**src/rtl/load_store_unit.sv**
```systemverilog
`default_nettype none
// ============================================================================
// load_store_unit : RV32 memory stage with single-outstanding req/ack bus
// Optional misalignment trap: define LSU_MISALIGN_TRAP_EN.  Rev 1.0
// ============================================================================
module load_store_unit #(
    parameter int X_LENGTH        = 32,
    parameter int REG_INDEX_WIDTH = 5
) (
    input  logic                       clk,
    input  logic                       rst,
    input  logic                       in_valid,
    output logic                       in_ready,
    input  logic                       in_op_load,
    input  logic                       in_op_store,
    input  logic [2:0]                 in_funct3,
    input  logic [X_LENGTH-1:0]        in_alu_result,
    input  logic [X_LENGTH-1:0]        in_store_data,
    input  logic [REG_INDEX_WIDTH-1:0] in_rd_index,
    output logic                       mem_req,
    output logic                       mem_we,
    output logic [X_LENGTH-1:0]        mem_addr,
    output logic [3:0]                 mem_wstrb,
    output logic [X_LENGTH-1:0]        mem_wdata,
    input  logic                       mem_ack,
    input  logic [X_LENGTH-1:0]        mem_rdata,
    output logic                       out_valid,
    input  logic                       out_ready,
    output logic [REG_INDEX_WIDTH-1:0] out_rd_index,
    output logic [X_LENGTH-1:0]        out_data,
    output logic                       out_write_enable,
    output logic                       out_fault
);

    typedef enum logic [1:0] {
        IDLE = 2'd0,
        BUS  = 2'd1,
        RESP = 2'd2
    } state_t;

    state_t r_state;
    state_t w_next_state;

    logic                       w_accept;
    logic                       w_is_mem;
    logic                       w_is_store;
    logic                       w_trap;
    logic [1:0]                 w_size;
    logic [1:0]                 w_off;
    logic [3:0]                 w_strb;
    logic [X_LENGTH-1:0]        w_wdata;
    logic [X_LENGTH-1:0]        w_lane;
    logic [X_LENGTH-1:0]        w_load_data;

    logic [1:0]                 r_off;
    logic [2:0]                 r_funct3;
    logic [REG_INDEX_WIDTH-1:0] r_rd;
    logic [X_LENGTH-1:0]        r_out_data;
    logic                       r_out_we;
    logic                       r_fault;
    logic [X_LENGTH-1:0]        r_mem_addr;
    logic                       r_mem_we;
    logic [3:0]                 r_mem_wstrb;
    logic [X_LENGTH-1:0]        r_mem_wdata;

    assign in_ready   = (r_state == IDLE) && !rst;
    assign w_accept   = in_valid && in_ready;
    assign w_is_mem   = in_op_load || in_op_store;
    assign w_is_store = in_op_store && !in_op_load;
    assign w_size     = in_funct3[1:0];

    // Byte offset actually used: halves drop a[0], words always use lane 0.
    always_comb begin
        w_off = 2'b00;
        case (w_size)
            2'b00:   w_off = in_alu_result[1:0];
            2'b01:   w_off = {in_alu_result[1], 1'b0};
            default: w_off = 2'b00;
        endcase
    end

`ifdef LSU_MISALIGN_TRAP_EN
    logic w_misaligned;
    assign w_misaligned = ((w_size == 2'b01) && in_alu_result[0]) ||
                          (w_size[1] && (in_alu_result[1:0] != 2'b00));
    assign w_trap       = w_is_mem && w_misaligned;
`else
    assign w_trap       = 1'b0;
`endif

    always_comb begin
        w_strb  = 4'b1111;
        w_wdata = in_store_data;
        case (w_size)
            2'b00: begin
                w_strb  = 4'b0001 << w_off;
                w_wdata = {4{in_store_data[7:0]}};
            end
            2'b01: begin
                w_strb  = 4'b0011 << w_off;
                w_wdata = {2{in_store_data[15:0]}};
            end
            default: begin
                w_strb  = 4'b1111;
                w_wdata = in_store_data;
            end
        endcase
    end

    assign w_lane = mem_rdata >> {r_off, 3'b000};

    always_comb begin
        w_load_data = w_lane;
        case (r_funct3)
            3'b000:  w_load_data = {{24{w_lane[7]}}, w_lane[7:0]};
            3'b100:  w_load_data = {24'd0, w_lane[7:0]};
            3'b001:  w_load_data = {{16{w_lane[15]}}, w_lane[15:0]};
            3'b101:  w_load_data = {16'd0, w_lane[15:0]};
            default: w_load_data = w_lane;
        endcase
    end

    always_ff @(posedge clk or posedge rst) begin
        if (rst) r_state <= IDLE;
        else     r_state <= w_next_state;
    end

    always_comb begin
        w_next_state = r_state;
        case (r_state)
            IDLE: begin
                if (w_accept) begin
                    if (w_trap)        w_next_state = RESP;
                    else if (w_is_mem) w_next_state = BUS;
                    else               w_next_state = RESP;
                end
            end
            BUS:     if (mem_ack)   w_next_state = RESP;
            RESP:    if (out_ready) w_next_state = IDLE;
            default: w_next_state = IDLE;
        endcase
    end

    always_ff @(posedge clk or posedge rst) begin
        if (rst) begin
            r_off       <= 2'b00;
            r_funct3    <= 3'b000;
            r_rd        <= '0;
            r_out_data  <= '0;
            r_out_we    <= 1'b0;
            r_fault     <= 1'b0;
            r_mem_addr  <= '0;
            r_mem_we    <= 1'b0;
            r_mem_wstrb <= 4'b0000;
            r_mem_wdata <= '0;
        end else if (w_accept) begin
            r_off    <= w_off;
            r_funct3 <= in_funct3;
            r_rd     <= in_rd_index;
            if (w_trap) begin
                r_out_data <= in_alu_result;
                r_out_we   <= 1'b0;
                r_fault    <= 1'b1;
            end else if (w_is_mem) begin
                r_mem_addr  <= {in_alu_result[X_LENGTH-1:2], 2'b00};
                r_mem_we    <= w_is_store;
                r_mem_wstrb <= w_is_store ? w_strb : 4'b0000;
                r_mem_wdata <= w_is_store ? w_wdata : '0;
                r_out_data  <= '0;
                r_out_we    <= !w_is_store && (in_rd_index != '0);
                r_fault     <= 1'b0;
            end else begin
                r_out_data <= in_alu_result;
                r_out_we   <= (in_rd_index != '0);
                r_fault    <= 1'b0;
            end
        end else if ((r_state == BUS) && mem_ack && !r_mem_we) begin
            r_out_data <= w_load_data;
        end
    end

    assign mem_req          = (r_state == BUS);
    assign mem_we           = r_mem_we;
    assign mem_addr         = r_mem_addr;
    assign mem_wstrb        = r_mem_wstrb;
    assign mem_wdata        = r_mem_wdata;
    assign out_valid        = (r_state == RESP);
    assign out_rd_index     = r_rd;
    assign out_data         = r_out_data;
    assign out_write_enable = r_out_we;
    assign out_fault        = r_fault;

endmodule
`default_nettype wire

```
**config.mk**
```make
export PLATFORM = sky130hd
export DESIGN_NAME = load_store_unit
export DESIGN_NICKNAME = d
export VERILOG_FILES = /design/src/rtl/load_store_unit.sv
export SDC_FILE = /design/constraint.sdc
export NUM_CORES = 1
export LEC_CHECK = 0
export ABC_AREA = 0
export BUFFER_PORTS_ARGS = -buffer_cell sky130_fd_sc_hd__buf_2
export CORE_AREA = 2 2 114 116
export CTS_BUF_LIST = sky130_fd_sc_hd__clkbuf_8
export DETAILED_ROUTE_END_ITERATION = 16
export DIE_AREA = 0 0 116 118
export HOLD_SLACK_MARGIN = 0.08
export PLACE_DENSITY_LB_ADDON = 0.25
export SETUP_SLACK_MARGIN = 0.15
export SYNTH_ARGS = -nofsm -noshare
export SYNTH_HDL_FRONTEND = slang
export SYNTH_SLANG_ARGS = --single-unit
```
**constraint.sdc**
```tcl
create_clock -name clk -period 5.1 [get_ports clk]
set_clock_uncertainty 0.2 [all_clocks]
set_input_delay 1.02 -clock clk [delete_from_list [all_inputs] [get_ports clk]]
set_output_delay 1.02 -clock clk [all_outputs]
set_load 0.01 [all_outputs]
```
==> results.md <==
- DRT Wirelength: 16200 um
- Die X-Extent: 116 um
- Min-Delay Startpoint: mem_wdata[19]$_DFFE_PP0P_
- Slew HR: 0.283
- CTS buffer count: 9
- Max incr delay on CP: 420 ps
- Worst path arrival time: 2950 ps
- Drt initial violations: 417
- CP Class: primary input to register
- Fill cells: 1134
- Worst-Skew Late Latency: 380 ps
- Pint: 2.07 mW
- Netlist cell types: 40
- Hold Path End: mem_wdata[19]$_DFFE_PP0P_
- Number of port buffers: 218
- FMAX: 0.346 GHz
- Pwr Density: 486 nW/um^2
- Die height: 118 um
- R2r startpoint: r_off[0]$_DFFE_PP0P_
- Vias in the first global route: 4710
- Syn. warnings: 0
- Sequential share of the synthesized area: 0.507
- Largest net degree at the start of global routing: 84
- Worst Path Required: 5160 ps
- Max_cap viols: 0
- Crit path launch type: primary input
- Via count: 4889
- R2R Setup Slk: 2280 ps
- Netlist Area Pre-Place: 5530 um^2
- Critical Path Start: rst
- Nets: 830
- Crit-path max FO: 40
- Sequential share of power: 0.436
- Comb pwr share: 0.401
- Clk sinks: 112
- Vias/cell: 5.46
- Hold Violations, Final: 0
- RSZ-0062 raised after global routing: no
- Cell taking the most area after synthesis: dfrtp_1
- Initial Utilization: 0.445
- NetSw: 1.28 mW
- Outcome: completed
- Finished Layout Cells: 895
- CTS max path bufs: 2
- Hold_buf cts: 0
- Most common cell on crit path: buf_4
- Yosys reg bits: 112
- DRC viols: 0
- Worst Setup End Kind: register
- Top cells by area, synth: dfrtp_1 (51%), mux2_2 (7.5%), mux2i_1 (7.4%)
- Critical path's slowest cell: buf_4
- Final setup fails: 0
- Final period utilization: 0.566
- Area growth syn-to-layout: 24.4%
- GR Overflow Total: 0
- Worst Hold Path Cells: 2
- Share of the synthesized area in the top cell type: 0.507
- N_diodes: 0
- Sw frac: 0.381
- Post-placement cell count: 880
- Total power: 3.34 mW
- CTS tree: done
- Total Routing Usage GR: 0.241
- H-tree Lvls: 3
- Initial antenna violation count: 0
- Post-route ant nets: 0
- Clock power share: 0.163
- CTS root buf: clkbuf_8
- Worst r2r path cells: 4
- Dpl hpwl: 12000 um
- # IOs: 222
- Worst-Margin Slew: 1070 ps
- Final setup TNS: 0 ps
- Die ar.: 13700 um^2
- Num rows: 41
- Fin crit period: 2890 ps
- Clk slew on worst S/H paths: 110 ps
- First-pass GRT wire length: 25400 um
- Syn Inst Count: 525
- Share of layout cells above drive strength 1: 0.419
- Core Footprint: 12400 um^2
- Worst vdd ir: 162 uV
- Leak: 3.38 nW
- Drt wl/cell: 18.1 um
- Tightest Hold Check Type: register to register
- Post_cts resized: 0
- Routability Congestion: 0.919
- Avg Synthesized Cell Area: 10.5 um^2
- DRT Pass-1 Iters: 5
- Postcts setup bufs: 0
- Worst reg2reg endpoint: out_data[14]$_DFFE_PP0P_
- Slew Viols, Final: 0
- Worst path cell trace: buf_2 > nor4b_4 > buf_4 > o21ai_4 > buf_4 > mux2_2
-- worst max-delay path, delay by kind of cell --
kind | cells | cell delay [ps]
AND/OR/NAND/NOR | 1 | 260
AO/OA/AOI/OAI | 1 | 350
buffers and inverters | 3 | 950
multiplexers | 1 | 320
-- cells in the final DEF (no fill, tap or decap), drive strengths merged, types with 9 or more instances in the layout --
master | synthesis | final
dfrtp | 112 | 112
a211oi | 9 | 9
a22o | 12 | 12
mux2i | 41 | 41
buf | 17 | 223
o21ai | 54 | 54
nand3 | 27 | 27
nand2 | 61 | 61
clkbuf | 25 | 10
a21oi | 36 | 36
mux2 | 37 | 37
nor2 | 35 | 35
-- metal layers --
metal  up-vias  part of all wire  GRT usage  wire length (um)
met3        28             0.068     0.0355              1100
met2       220              0.47      0.374              7620
met1      2354              0.43      0.339              7060
li1       2287                 -          -                 -
met5         -                 0          0                 0
met4         0             0.028     0.0908               449
-- worst max path at each step --
stage                                     endpoint  slack, ps
after floorplan           mem_addr[10]$_DFFE_PP0P_        920
after global routing      out_data[14]$_DFFE_PP0P_       2080
after CTS                  mem_addr[7]$_DFFE_PP0P_       2240
after detailed placement   mem_addr[7]$_DFFE_PP0P_       1840
after global placement     mem_addr[7]$_DFFE_PP0P_       1870
final                      mem_addr[7]$_DFFE_PP0P_       2210
-- stage by stage --
| step | setup WS (ps) | utilization | cell area [um^2] | hold WS, ps |
|---|---|---|---|---|
| 2_1_floorplan | 921 | - | 5530 | 252 |
| 3_3_place_gp | 1870 | 0.538 | 6680 | 261 |
| 3_5_place_dp | 1840 | 0.538 | 6680 | 257 |
| 4_1_cts | 2240 | 0.554 | 6880 | 285 |
| 5_1_grt | 2080 | 0.554 | 6880 | 305 |
| 6_report | 2210 | 0.554 | 6880 | 282 |
-- logic make-up after synthesis --
family / after synthesis / share of synthesized area
other: 1 / 0.000679
AND/OR/NAND/NOR: 144 / 0.120
buffers and inverters: 46 / 0.0421
XOR/XNOR: 1 / 0.00159
AO/OA/AOI/OAI: 142 / 0.175
multiplexers: 79 / 0.154
flip-flops: 112 / 0.507
-- synthesized netlist by cell type --
| cell type | instances |
|---|---|
| a211oi_1 | 9 |
| a21oi_1 | 36 |
| a221oi_1 | 7 |
| a221oi_4 | 1 |
| a22o_1 | 12 |
| a22oi_1 | 8 |
| a41oi_1 | 8 |
| and2_1 | 1 |
| and3b_1 | 1 |
| buf_1 | 2 |
| buf_2 | 6 |
| buf_4 | 4 |
| buf_6 | 5 |
| clkbuf_1 | 25 |
| conb_1 | 1 |
| dfrtp_1 | 112 |
| inv_1 | 4 |
| mux2_2 | 37 |
| mux2i_1 | 41 |
| mux4_2 | 1 |
| nand2_1 | 61 |
| nand2b_1 | 4 |
| nand3_1 | 27 |
| nand3b_1 | 1 |
| nand4bb_1 | 1 |
| nor2_1 | 35 |
| nor2b_1 | 2 |
| nor3_1 | 4 |
| nor3_2 | 1 |
| nor4b_4 | 1 |
| nor4bb_1 | 1 |
| o211ai_1 | 7 |
| o21ai_0 | 34 |
| o21ai_1 | 1 |
| o21ai_2 | 19 |
| or2_1 | 1 |
| or2_2 | 1 |
| or4_1 | 1 |
| or4b_4 | 1 |
| xor2_1 | 1 |
-- power groups by stage --
stage / combinational [mW] / clock, mW / sequential, mW
2_1_floorplan: 0.681 / 0 / 1.57
3_3_place_gp: 1.32 / 0 / 1.46
3_5_place_dp: 1.35 / 0 / 1.47
4_1_cts: 1.35 / 0.556 / 1.46
5_1_grt: 1.47 / 0.590 / 1.50
6_report: 1.34 / 0.545 / 1.46
-- area by class of cell --
class / count / area, um^2 / area share
inverters: 4 / 17.5 / 0.00255
clock buffers: 10 / 138 / 0.0200
flip-flops and latches: 112 / 2800 / 0.408
multi-input cells: 369 / 2520 / 0.366
well taps: 172 / 215 / 0.0313
repair buffers: 223 / 1130 / 0.164
clock inverters: 5 / 56.3 / 0.00819
-- flip-flops by register name, indices dropped and copies added, names as in the netlist --
name / count
out_data: 32
mem_we: 1
r_state: 2
r_off: 2
out_write_enable: 1
out_rd_index: 5
r_funct3: 3
mem_wdata: 32
mem_addr: 30
mem_wstrb: 4
Note: power is estimated with default switching activity, not from simulation.
